`src/rtl/chunked_addsub.sv`:
```
// Multi-cycle WIDTH-bit adder/subtractor that ripples CHUNK bits per clock,
// with valid/ready handshakes on the operand and result sides.
module chunked_addsub #(
    parameter int WIDTH = 16,
    parameter int CHUNK = 4
) (
    input  logic             clk,
    input  logic             rst_n,
    input  logic             in_valid,
    output logic             in_ready,
    input  logic [WIDTH-1:0] a,
    input  logic [WIDTH-1:0] b,
    input  logic             cin,
    input  logic             sub,
    output logic             out_valid,
    input  logic             out_ready,
    output logic [WIDTH-1:0] sum,
    output logic             cout,
    output logic             ovf,
    output logic             busy
);

    localparam int NCHUNK = WIDTH / CHUNK;
    localparam int CW     = (NCHUNK > 1) ? $clog2(NCHUNK) : 1;

    localparam logic [1:0] S_IDLE = 2'd0;
    localparam logic [1:0] S_RUN  = 2'd1;
    localparam logic [1:0] S_DONE = 2'd2;

    localparam logic [WIDTH-1:0] CHUNK_MASK = WIDTH'({CHUNK{1'b1}});

    generate
        if (WIDTH < 2 || (WIDTH % CHUNK) != 0) begin : g_bad_params
            $error("chunked_addsub: WIDTH must be >= 2 and a multiple of CHUNK");
        end
    endgenerate

    logic [1:0]       state;
    logic [CW-1:0]    cnt;
    logic [WIDTH-1:0] a_q;
    logic [WIDTH-1:0] b_q;
    logic             carry_q;

    logic [31:0]      base;
    logic             last;
    logic [CHUNK-1:0] a_chunk;
    logic [CHUNK-1:0] b_chunk;
    logic [CHUNK-1:0] s_chunk;
    logic             ripple_c;
    logic             c_chunk;
    logic             c_msb;

    assign in_ready  = (state == S_IDLE);
    assign out_valid = (state == S_DONE);
    assign busy      = (state == S_RUN) || (state == S_DONE);

    assign base    = 32'(cnt) * 32'(CHUNK);
    assign last    = (cnt == CW'(NCHUNK - 1));
    assign a_chunk = CHUNK'(a_q >> base);
    assign b_chunk = CHUNK'(b_q >> base);

    // Bit-level ripple so the carry entering the chunk's top bit is visible;
    // on the last chunk that is the carry into the word's MSB.
    always_comb begin
        ripple_c = carry_q;
        c_msb    = carry_q;
        s_chunk  = '0;
        for (int i = 0; i < CHUNK; i++) begin
            if (i == CHUNK - 1) c_msb = ripple_c;
            s_chunk[i] = a_chunk[i] ^ b_chunk[i] ^ ripple_c;
            ripple_c   = (a_chunk[i] & b_chunk[i]) | (ripple_c & (a_chunk[i] ^ b_chunk[i]));
        end
        c_chunk = ripple_c;
    end

    // Subtraction is a + ~b + ~cin, so B and the carry are inverted on accept.
    always_ff @(posedge clk or negedge rst_n) begin
        if (!rst_n) begin
            state   <= S_IDLE;
            cnt     <= '0;
            a_q     <= '0;
            b_q     <= '0;
            carry_q <= 1'b0;
            sum     <= '0;
            cout    <= 1'b0;
            ovf     <= 1'b0;
        end else begin
            case (state)
                S_IDLE: begin
                    if (in_valid) begin
                        a_q     <= a;
                        b_q     <= b ^ {WIDTH{sub}};
                        carry_q <= cin ^ sub;
                        cnt     <= '0;
                        state   <= S_RUN;
                    end
                end
                S_RUN: begin
                    sum     <= (sum & ~(CHUNK_MASK << base)) | (WIDTH'(s_chunk) << base);
                    carry_q <= c_chunk;
                    if (last) begin
                        cout  <= c_chunk;
                        ovf   <= c_msb ^ c_chunk;
                        cnt   <= '0;
                        state <= S_DONE;
                    end else begin
                        cnt <= cnt + 1'b1;
                    end
                end
                S_DONE: begin
                    if (out_ready) state <= S_IDLE;
                end
                default: state <= S_IDLE;
            endcase
        end
    end

endmodule

```
`config.mk`:
```
export PLATFORM = sky130hd
export DESIGN_NAME = chunked_addsub
export DESIGN_NICKNAME = d
export VERILOG_FILES = /design/src/rtl/chunked_addsub.sv
export SDC_FILE = /design/constraint.sdc
export NUM_CORES = 1
export LEC_CHECK = 0
export CAP_MARGIN = 20
export CORE_UTILIZATION = 45
export CTS_CLUSTER_SIZE = 8
export DETAILED_ROUTE_END_ITERATION = 10
export GPL_TIMING_DRIVEN = 1
export HOLD_SLACK_MARGIN = 0.08
export PLACE_DENSITY = 0.75
export SYNTH_ARGS = -nofsm -noshare
export SYNTH_HDL_FRONTEND = slang
export SYNTH_SLANG_ARGS = --single-unit
```
`constraint.sdc`:
```
create_clock -name clk -period 2.9 [get_ports clk]
set_clock_uncertainty 0.2 [all_clocks]
set_input_delay 0.58 -clock clk [delete_from_list [all_inputs] [get_ports clk]]
set_output_delay 0.58 -clock clk [all_outputs]
set_load 0.03 [all_outputs]
```
# ---- After elaboration in Yosys (flattened, before gate mapping)
# Cells that the tools add are included.
dict set report word_totals {
  ff_bits 55
  in_bits 38
  output_inout_bits 21
  word_cells 61
}
dict set report classes {
  addsub 1
  n_eq_ne 6
  shifts 4
  n_mux 9
  n_bitwise 26
  reduce_logical 7
}
# cell n
set op_table {}
lappend op_table {{$shr A16 B4 Y4} 2}
lappend op_table {{$and A16 B16 Y16} 1}
lappend op_table {{$not A16 Y16} 1}
lappend op_table {{$or A16 B16 Y16} 1}
lappend op_table {{$shl A4 B4 Y16} 1}
lappend op_table {{$shl A4 B4 Y16 const A} 1}
lappend op_table {{$xor A16 B16 Y16} 1}
lappend op_table {{$mux W2} 5}
lappend op_table {{$xor A1 B1 Y1} 10}
lappend op_table {{$and A1 B1 Y1} 8}
lappend op_table {{$pmux W2 S3} 1}
lappend op_table {{$reduce_and A2 Y1} 3}
lappend op_table {{$eq A2 B2 Y1 const B} 2}
lappend op_table {{$ne A2 B2 Y1 const B} 2}
lappend op_table {{$or A1 B1 Y1} 4}
lappend op_table {{$pmux W2 S2} 1}
lappend op_table {{$reduce_and A3 Y1} 1}
lappend op_table {{$add A2 B1 Y2 const B} 1}
lappend op_table {{$eq A2 B1 Y1 const B} 1}
lappend op_table {{$logic_not A2 Y1} 1}
lappend op_table {{$ne A2 B1 Y1 const B} 1}
lappend op_table {{$pmux W1 S2} 1}
lappend op_table {{$reduce_bool A2 Y1} 1}
lappend op_table {{$logic_or A1 B1 Y1} 1}
lappend op_table {{$mux W1} 1}

# ---- Logic depth before layout (Yosys ltp)
dict set report depth {
  depth_word 11
  mapped_depth 11
  ltp_nobuf 9
}

# ---- Worst setup path after synthesis
# Ideal clock, no wire load.
dict set report synth_timing {
  path_kind {register to register}
  from {reg cnt[0]}
  to {reg carry_q}
  setup_ps 129
  t_arrival_ps 2769
  t_required_ps 2571
  slack_ps -198
  path_stages_with_launch 12
  path_buffers 2
  synth_period_minus_slack_ps 3098
  cell_sequence {dfrtp_1 buf_6 buf_8 mux4_2 fa_1 inv_1 fa_1 fa_1 inv_1 fa_1 a221oi_1 a21oi_1}
}
dict set report synth_via {
  elab_chain_cells 11
  word_cells_on_any_way 19
  cone_classes {shift: 2; mux: 1; bitwise: 16}
}
# element line
set synth_lines {}
lappend synth_lines {{start: declaration} 39} ;# logic [CW-1:0] cnt;
lappend synth_lines {{start signal: assignment} 107} ;# cnt <= cnt + 1'b1;
lappend synth_lines {{$shr A16 B4 Y4, on equally long branches} {59, 60}}
lappend synth_lines {{$xor A1 B1 Y1} 71} ;# ripple_c = (a_chunk[i] & b_chunk[i]) | (ripple_c & (a_chunk[i] ^ b_chunk[i]));
lappend synth_lines {{$and A1 B1 Y1} 71}
lappend synth_lines {{$or A1 B1 Y1} 71}
lappend synth_lines {{$and A1 B1 Y1} 71}
lappend synth_lines {{$or A1 B1 Y1} 71}
lappend synth_lines {{$and A1 B1 Y1} 71}
lappend synth_lines {{$or A1 B1 Y1} 71}
lappend synth_lines {{$and A1 B1 Y1} 71}
lappend synth_lines {{$or A1 B1 Y1 (*)} 71}
lappend synth_lines {{net c_chunk} 50} ;# logic c_chunk;
lappend synth_lines {{$pmux W1 S2 (*)} 88} ;# case (state)
lappend synth_lines {{end signal: assignment} 93} ;# carry_q <= cin ^ sub;
lappend synth_lines {{end signal: assignment} 100} ;# carry_q <= c_chunk;
lappend synth_lines {{end: declaration} 42} ;# logic carry_q;
# The timed path passes the listed nets; every way through them passes the cells marked *.
# A chain may end at the register's enable or synchronous reset.

# ---- Final worst setup path
dict set report layout_timing {
  from {reg cnt[0]}
  to {reg sum[11]}
}
dict set report layout_via {
  elab_chain_cells 11
  word_cells_on_any_way 21
  cone_classes {shift: 4; bitwise: 17}
}
# element line
set layout_lines {}
lappend layout_lines {{$shr A16 B4 Y4, on equally long branches} {59, 60}}
lappend layout_lines {{$xor A1 B1 Y1} 71}
lappend layout_lines {{$and A1 B1 Y1} 71}
lappend layout_lines {{$or A1 B1 Y1} 71}
lappend layout_lines {{$and A1 B1 Y1} 71}
lappend layout_lines {{$or A1 B1 Y1} 71}
lappend layout_lines {{$and A1 B1 Y1} 71}
lappend layout_lines {{$or A1 B1 Y1} 71}
lappend layout_lines {{$xor A1 B1 Y1} 70} ;# s_chunk[i] = a_chunk[i] ^ b_chunk[i] ^ ripple_c;
lappend layout_lines {{$shl A4 B4 Y16} 99} ;# sum <= (sum & ~(CHUNK_MASK << base)) | (WIDTH'(s_chunk) << base);
lappend layout_lines {{$or A16 B16 Y16 (*)} 99}
lappend layout_lines {{end signal: assignment} 99}
lappend layout_lines {{end: declaration} 17} ;# output logic [WIDTH-1:0] sum,
# Every way passes the cells marked *; elsewhere a longest branch is shown, timed or not.

==> qor.txt <==
Status - finished clean
Power Internal - 2.404 mW
Yosys reg bits - 55
Cells along the critical path - mux4_2 > fa_2 > inv_2 > fa_2 > fa_2 > inv_2 > fa_2 > nand2_2 > o21ai_2
Hpwl dp - 3750 um
Synth area leader - dfrtp_1
Worst EP required - 2940 ps
RePlAce Congestion - 0.8204
R2r setup slk - 9 ps
Worst Hold Class - primary input to asynchronous set/reset pin
Largest cells by area after synthesis - dfrtp_1 51%, mux2_2 7.5%, mux4_1 6.8%
Detailed-route wire length per cell - 13.80 um
Diode count - 0
Initial antenna violation count - 0
Cell variety after synth - 27
P_leak - 1.503 nW
Clk buf depth - 2
Sw power - 1.526 mW
H-tree levels - 2
RSZ-0062 raised after global routing - yes
Post-synthesis sequential area ratio - 51.14%
Via count - 1,835
CP max FO - 4
Sw Share - 38.83%
Worst-Margin Slew - 677.5 ps
FILL cells - 463
Cell Area, Synth - 2691 um2
Root Driver - clkbuf_8
Total CTS buffers - 5
Crit-path slowest cell - mux4_2
Syn avg cell area - 12.12 um2
Die ar. - 6294 um2
Tot Pwr - 3.930 mW
Final hold slack - 179.6 ps
Max-slew violations - 0
Top-area cell type share of the netlist area - 51.14%
YS warnings - 0
Post-layout nets - 333
Vias in the first global route - 1,842
DRC errors left - 0
DRT Pass-1 Iters - 4
GRT Residual Overflow - 0
Critical Path End Type - register
Via density - 5.140
Final setup violation count - 0
Port Buffer Count - 58
CP peak stage delay - 540 ps
Max cap viols - 0
Syn_nets - 271
Sequential cell area - 1378 um2
Largest net degree at the start of global routing - 56
WL final - 4925 um
Clk Latency, worst-skew pair - 310 ps
TritonCTS clock tree - built
Pwr dens - 1124 nW/um2
Chip height - 79.34 um
Rows - 27
Startpoint Class - register
Setup_tns - 0 ps
Num ports - 59
Initial DRC count - 104
Core ar. - 5642 um2
Sequential share of power - 34.0%
First-pass GRT wire length - 8597 um
Final worst path period need - 2891 ps
Sink Count - 55
Final Hold Fails - 0
Share of layout cells above drive strength 1 - 17.54%
All-Layer GR Usage - 17.89%
Final period util - 99.68%
Post-Synthesis Cells - 222
Clock transition at path regs - 100 ps
CP most frequent cell - fa_2
VDD IR max - 0.6422 mV
Logic pwr share - 53.0%
Hold_buf cts - 0
ANT nets after route - 0
Rel. slew slack - 54.83%
Initial Util - 47.70%
Critical path arrival - 2930 ps
Max Clk Rate - 345.9 MHz
Post CTS Setup Buffer Count - 0
Class of the most critical setup path - register to register
Footprint of the multi-input gates - 1215 um2
Clock power share - 13.0%
Area Overhead vs Synth - 29.89%
Die width - 79.34 um
==> logic make-up (layout without fill, tap and decap cells) <==
logic type,count (synthesis),after routing,synth area share (%)
xor gates and xnor gates,18,18,5.858
AOI/OAI and AO/OA,40,40,9.344
buffers and inverters,23,86,4.649
muxes,26,26,15.20
and+or+nand+nor,49,49,7.578
DFF,55,55,51.14
adders and majority gates,11,11,6.230
==> path summary, 6_finish.rpt <==
path,start,depth (start not counted),to
setup / recovery,cnt[0],9,sum[11]
hold / removal,rst_n,2,sum[8]
setup reg to reg,cnt[0],9,sum[11]
hold reg to reg,b_q[2],2,b_q[2]
max in group asynchronous,rst_n,2,cnt[0]
min in group clk,b_q[2],2,b_q[2]
==> registers in the layout, indices dropped and copies added (netlist names) <==
name,cells
sum,16
cnt,2
state,2
b_q,16
a_q,16
ovf,1
carry_q,1
cout,1
==> what timing repair did <==
action	4_1_cts	5_1_grt
endpoints found under the hold margin	0	0
setup endpoints to repair	9	11
pin swaps	6	2
resized for setup	3	3
==> through the flow <==
step                util [%]  cells  cell area [um2]  setup WS, ps
detailed placement     59.77    349             3372        -87.97
floorplan                  -    222             2710        -95.17
global placement       59.77    349             3372       -0.4921
CTS                    61.83    357             3488        -36.38
global route           61.97    357             3496        -89.40
finish                 61.97    357             3496         9.242
==> critical path, delay by kind of cell, from the launching register on <==
family                   cells  cell delay, ps
adder cells (fa/ha/maj)      4            1310
multiplexers                 1             540
flip-flops                   1             430
AO/OA/AOI/OAI                1             160
buffers and inverters        2             100
AND/OR/NAND/NOR              1              70
==> cell usage in the layout, fill, tap and decap left out, types with 2 or more instances in the layout <==
| cell type | n |
|---|---|
| nand2b_1 | 3 |
| inv_2 | 2 |
| inv_1 | 9 |
| o21ai_1 | 2 |
| o21ai_0 | 21 |
| nor2b_1 | 2 |
| nand3_1 | 2 |
| o21ai_2 | 2 |
| fa_2 | 4 |
| dfrtp_1 | 54 |
| mux4_1 | 6 |
| nand2_1 | 34 |
| clkdlybuf4s50_1 | 57 |
| a31oi_1 | 2 |
| mux2_2 | 18 |
| a32o_1 | 4 |
| nor2_1 | 5 |
| clkbuf_8 | 5 |
| ha_1 | 7 |
| mux4_2 | 2 |
| buf_4 | 7 |
| a22o_1 | 6 |
| xnor2_1 | 17 |
==> synthesized netlist by cell type <==
cell type,count
a21oi_1,1
mux4_2,1
or3_1,1
mux2_2,18
buf_2,7
nor2_1,5
nand2_1,35
nand3_1,2
buf_4,1
nor2b_1,3
ha_1,7
inv_1,11
o31ai_1,1
buf_8,1
xor2_1,1
o21ai_0,25
xnor2_1,17
mux4_1,7
a221oi_1,1
nand2b_1,3
dfrtp_1,55
a31oi_1,2
clkbuf_1,1
a32o_1,4
buf_6,2
a22o_1,6
fa_1,4
==> layout make-up <==
type | count | area share, %
clock buffers | 5 | 1.969
clock inverters | 3 | 1.253
inverters | 11 | 1.181
multi-input cells | 144 | 34.75
flip-flops and latches | 55 | 39.41
well taps | 72 | 2.577
repair buffers | 67 | 18.86
==> layer usage <==
metal  track usage (%)  share of wire, %  up-vias  routed length, um
met3             4.483               4.1        5                204
met5                 0                 0        -                  0
met1             23.31                45      887               2212
met2             30.69                50       55               2484
li1                  -                 -      888                  -
met4             2.727              0.51        0                 25
==> power groups by stage <==
stage | sequential (mW) | clock [mW] | combinational [mW]
after floorplan | 1.51 | 0 | 1.27
after global placement | 1.34 | 0 | 2.01
after detailed placement | 1.35 | 0 | 2.08
after CTS | 1.34 | 0.522 | 2.09
after global routing | 1.39 | 0.558 | 2.29
final | 1.34 | 0.510 | 2.08
Note: power is estimated with default switching activity, not from simulation.
==> patch 1, RTL diff (config.mk and constraints unchanged) <==
Make the reset (`rst_n`) synchronous in one clocked block.
--- a/src/rtl/chunked_addsub.sv
+++ b/src/rtl/chunked_addsub.sv
@@ -76,3 +76,3 @@
     // Subtraction is a + ~b + ~cin, so B and the carry are inverted on accept.
-    always_ff @(posedge clk or negedge rst_n) begin
+    always_ff @(posedge clk) begin
         if (!rst_n) begin
Function: differs if rst_n is asserted again (counterexample within 4 cycles, from zero or initial values and one cycle with rst_n low); with rst_n held inactive, the same outputs for 10 cycles.
==> patch 1 against the unedited design <==
Die area fell by 1.2%; final area fell by 2.8%; total power fell by 38%; area after synthesis fell by 1.3%; setup slack improved by 0.040 ns; sequential cell count did not move; synthesized cell count rose by 24%; wire length rose by 4.0%; critical path type unchanged; critical endpoint is now sum[11].
==> patch 1: results (changes against the unedited design) <==
[status]
outcome=finished, final reports clean

[power_and_ir_drop]
power_switching_share=0.3647  ; -0.02363
ir_drop_v=0.0004039  ; -37%
static-leakage-power_nw=1.215  ; -19%

[hold_path]
type_of_the_tightest_min_delay_check=flop to flop

[clocking]
ctsRootBufferMaster=sky130_fd_sc_hd__clkbuf_8
cts.path.max_buffers=2  ; unchanged

[global_routing]
wire_length_of_the_first_global_routing_pass_um=8652  ; +0.64%
grt_pass1_vias=1839  ; -0.16%
grt.met3_usage=0.02989  ; -0.01494
grt_util_all_layers=0.1759  ; -0.003031
grt_util_met2=0.2904  ; -0.01646
fraction_of_met1_tracks_used_by_global_routing=0.2364  ; +0.003298
grt_max_degree=49  ; -13%

[yosys]
muxShareOfSynthArea=0.07910  ; -0.07293
post_synth_most_frequent_cells=55 x sky130_fd_sc_hd__dfxtp_1, 46 x sky130_fd_sc_hd__nand2_1, 29 x sky130_fd_sc_hd__nor2_1, 21 x sky130_fd_sc_hd__a21oi_1, 17 x sky130_fd_sc_hd__xnor2_1
synth-compound-area-share=0.1615  ; +0.06804
post_synthesis_xor_xnor_area_fraction=0.05932  ; +0.0007446
synthesis.nets=325  ; +20%
async_reset_ff_frac=0  ; -1.000
synthDistinctLibCells=36  ; +33%

[route]
drt_iter0_markers=130  ; +25%
finalWirelength_um=5124  ; +4.0%
via_per_inst=5.057  ; -1.6%

[worst_setup_path]
worstSetupEndpoint=sum[11]
critical_register_to_register_path_startpoint=cnt[0]
ff2ff_setup_slack_ns=0.05  ; +0.04 ns

[finish]
num_antenna_cells=0  ; unchanged
fin_nets=379  ; +14%
share_of_layout_cells_above_drive_strength_1=0.1511  ; -0.02438

[placement]
dpl-instance-area_mm2=0.003281  ; -2.7%
io_port_bufs=58  ; unchanged
dp_hpwl_um=3951  ; +5.4%
place_ws_ns=-0.02329  ; +0.06468 ns

[sta]
max_slew_margin=0.5888  ; +0.04046

patch 1: layout make-up:
| cell class | instances | area [um2] |
|---|---|---|
| multi-input combinational | 188 | 1409 |
| fill | 504 | 2208 |
| sequential | 55 | 1105 |
| inverter | 14 | 52.55 |
| clock inverter | 2 | 17.52 |
| timing repair buffer | 66 | 653.1 |
| tap | 72 | 90.09 |
| clock buffer | 6 | 72.57 |
patch 1: stage by stage:
step | power [mW] | cells | setup TNS [ns]
2_1_floorplan | 1.766 | 276 | -0.5547
3_3_place_gp | 1.994 | 394 | 0
3_5_place_dp | 2.017 | 394 | -0.03871
4_1_cts | 2.434 | 402 | 0
5_1_grt | 2.589 | 403 | -0.1336
6_report | 2.438 | 403 | 0
patch 1: worst min path at each step:
stage               slack, ns       to  startpoint  cells past startpoint
global route             0.28   a_q[3]      a_q[3]                      2
floorplan                0.23  a_q[10]     a_q[10]                      2
CTS                      0.26   a_q[0]      a_q[0]                      2
global placement         0.24     cout        cout                      2
finish                   0.26   a_q[0]      a_q[0]                      2
detailed placement       0.25   a_q[0]      a_q[0]                      2
patch 1: timing repair:
item,in CTS,in global routing
endpoints found under the setup margin,5,6
buffers inserted,0,1
pin swaps,2,6
resized for setup,1,4
patch 1: power by group through the flow:
| stage | combinational, mW | clock, mW | sequential (mW) |
|---|---|---|---|
| 2_1_floorplan | 0.767 | 0 | 0.999 |
| 3_3_place_gp | 1.01 | 0 | 0.988 |
| 3_5_place_dp | 1.02 | 0 | 0.993 |
| 4_1_cts | 1.03 | 0.430 | 0.976 |
| 5_1_grt | 1.14 | 0.457 | 0.992 |
| 6_report | 1.04 | 0.423 | 0.974 |
patch 1: worst max-delay path, cell delays in order (launching register included):
cell and delay (ns):
sky130_fd_sc_hd__dfxtp_4 0.39, sky130_fd_sc_hd__mux4_2 0.52, sky130_fd_sc_hd__fa_2 0.37, sky130_fd_sc_hd__inv_2 0.06, sky130_fd_sc_hd__fa_2 0.19, sky130_fd_sc_hd__fa_2 0.22, sky130_fd_sc_hd__inv_2 0.04, sky130_fd_sc_hd__fa_2 0.47
sky130_fd_sc_hd__a32oi_1 0.20, sky130_fd_sc_hd__nor2_1 0.06
patch 1: logic make-up (layout without fill, tap and decap cells):
family                     count (synthesis)  count (layout)
AOI/OAI and AO/OA                         54              54
xor gates and xnor gates                  18              18
adders and majority gates                 11              11
buffers and inverters                     33              88
DFF                                       55              55
muxes                                     11              11
and+or+nand+nor                           94              94
patch 1: metal layers:
| metal | up-vias | part of all wire |
|---|---|---|
| li1 | 1043 | - |
| met1 | 936 | 0.45 |
| met2 | 54 | 0.50 |
| met3 | 5 | 0.037 |
| met4 | 0 | 0.0096 |
| met5 | - | 0 |
==> patch 2, RTL diff (same settings) <==
Without the edit above. Set the parameter `WIDTH` to 32 (it was 16).
--- a/src/rtl/chunked_addsub.sv
+++ b/src/rtl/chunked_addsub.sv
@@ -3,3 +3,3 @@
 module chunked_addsub #(
-    parameter int WIDTH = 16,
+    parameter int WIDTH = 32,
     parameter int CHUNK = 4
Ports: changed (resized a, b and sum); port bits go from 59 to 107. The function was not compared with the original's and may differ.
==> patch 2 against the unedited design <==
The flow now finishes with violations (setup timing); synthesized cell count rose by 84%; setup slack worse by 0.26 ns; largest cell class unchanged; total power is 97% higher; area after synthesis is 84% higher; sequential cell count is 49 higher; final area is 84% higher; clock power rose by 94%; critical path type unchanged; wire length rose by 110%.
==> patch 2: results (changes against the unedited design) <==
[status]
outcome=finished, violations left
failing_checks=setup timing

[power_and_ir_drop]
ir_drop_v=0.0007078  ; +10%
static-leakage-power_nw=2.747  ; +83%

[yosys]
synthDistinctLibCells=27  ; unchanged
synth_seq_area_share=0.5254  ; +0.01400
synthesis.nets=491  ; +81%
async_reset_ff_frac=1.000  ; unchanged
synth.top_cell.area_share=0.5254  ; +0.01400
synthTopCellsByArea=sky130_fd_sc_hd__dfrtp_1 53%, sky130_fd_sc_hd__mux2_2 7.5%, sky130_fd_sc_hd__xnor2_1 6.0%
post_synth_most_frequent_cells=104 x sky130_fd_sc_hd__dfrtp_1, 70 x sky130_fd_sc_hd__nand2_1, 38 x sky130_fd_sc_hd__o21ai_0, 34 x sky130_fd_sc_hd__xnor2_1, 33 x sky130_fd_sc_hd__mux2_2
yosys_warning_count=0  ; unchanged
syn-instance-count=408  ; +84%

[placement]
io_port_bufs=106  ; +83%
dp_hpwl_um=7929  ; +110%
place_ws_ns=-0.2017  ; -0.1138 ns
place.gp.congestion=0.8413  ; +2.5%
placedCellCount=638  ; +83%

[sta]
setup-tns-final_ns=-2.263  ; -2.263 ns
postLayoutSetupSlackWorst_ns=-0.2535  ; -0.2627 ns
timing.final.max_slew_violations=0  ; unchanged
timing.final.setup_violations=11  ; +11
worst_slew_pin_slew_ns=0.6460  ; -0.03150 ns

[clocking]
cts-buffers-inserted=9  ; +4
cts.path.max_buffers=2  ; unchanged
clk_latency_ns=0.37  ; +0.06 ns
ctsRootBufferMaster=sky130_fd_sc_hd__clkbuf_8
htree_num_levels=3  ; +1
clk_transition_reported_paths_ns=0.09

[global_routing]
grt_pass1_vias=3583  ; +95%
grt_util_met2=0.3207  ; +0.01384
grt_util_all_layers=0.2029  ; +0.02392
grt_max_degree=97  ; +73%
wire_length_of_the_first_global_routing_pass_um=17950  ; +110%
grt.met3_usage=0.04742  ; +0.002589
antenna_violations_before_repair=0  ; unchanged
fraction_of_met1_tracks_used_by_global_routing=0.2827  ; +0.04964

[finish]
share_of_layout_cells_above_drive_strength_1=0.1596  ; -0.01582
nFillCells=854  ; +84%
num_antenna_cells=0  ; unchanged
fin_nets=598  ; +80%
biggestRegsByFlops=a_q (32), b_q (32), sum (32)

[worst_setup_path]
setup.worst_path.start_class=flop
worstSetupEndpoint=sum[3]
crit_path_max_fanout=8  ; +4
arrival_ns=3.21  ; +0.28 ns
critical_register_to_register_path_startpoint=cnt[0]
worst_reg2reg_path_depth=9  ; unchanged

[hold_path]
worst_hold_startpoint=b_q[30]
type_of_the_tightest_min_delay_check=flop to flop
hold_depth=2

[route]
via_count=3455  ; +88%
drt_pre_antenna_iters=4  ; unchanged
drt_iter0_markers=182  ; +75%
avgRoutedWirePerCell_um=16.07  ; +16%
via_per_inst=5.267  ; +2.5%

[patch 2: layout make-up]
| class | instances | share of cell area |
|---|---|---|
| sequential | 104 | 0.4036 |
| multi-input combinational | 266 | 0.3395 |
| timing repair buffer | 124 | 0.1905 |
| tap | 136 | 0.02639 |
| clock buffer | 10 | 0.02134 |
| clock inverter | 6 | 0.01281 |
| inverter | 10 | 0.005821 |
[patch 2: critical path, cell delays in order (launching register included)]
cell                      delay (ns)
sky130_fd_sc_hd__dfrtp_1        0.41
sky130_fd_sc_hd__buf_12         0.13
sky130_fd_sc_hd__mux4_2         0.50
sky130_fd_sc_hd__mux2i_2        0.20
sky130_fd_sc_hd__fa_2           0.23
sky130_fd_sc_hd__fa_1           0.17
sky130_fd_sc_hd__inv_1          0.06
sky130_fd_sc_hd__fa_2           0.36
sky130_fd_sc_hd__fa_2           0.55
sky130_fd_sc_hd__a22o_1         0.24
[patch 2: how the worst min path moves through the flow]
stage	to	slack, ns
floorplan	a_q[0]	0.08
global placement	b_q[26]	0.26
detailed placement	b_q[30]	0.27
CTS	b_q[30]	0.29
global route	b_q[14]	0.32
finish	b_q[30]	0.28
[patch 2: per-stage QoR]
step                      power, mW  cell area (um2)    util
after floorplan               5.325             4974       -
after global placement        6.577             6203  0.5903
after detailed placement      6.710             6203  0.5903
after CTS                     7.711             6434  0.6122
after global routing          8.260             6449  0.6136
final                         7.728             6449  0.6136
[patch 2: logic make-up after synthesis]
family,after synthesis,share of synthesized area
DFF,104,0.5254
and+or+nand+nor,92,0.07654
AOI/OAI and AO/OA,73,0.09825
muxes,54,0.1639
buffers and inverters,38,0.03688
xor gates and xnor gates,34,0.06012
adders and majority gates,13,0.03890
[patch 2: report_power, final]
group          switching [mW]  internal (mW)
clock                   0.485          0.505
sequential              0.404           2.13
combinational            2.21           1.99
[patch 2: repair_timing]
item / CTS / global route
pin swaps: 2 / 5
endpoints found under the hold margin: 27 / 0
buffers inserted: 0 / 1
resized for setup: 1 / 1
setup endpoints to repair: 12 / 19
hold buffers: 1 / 0
[patch 2: metal layers]
layer | up-vias | part of all wire | wire (um)
li1 | 1637 | - | -
met1 | 1689 | 0.45 | 4761
met2 | 123 | 0.49 | 5116
met3 | 6 | 0.055 | 584
met4 | 0 | 0.0072 | 76
met5 | - | 0 | 0
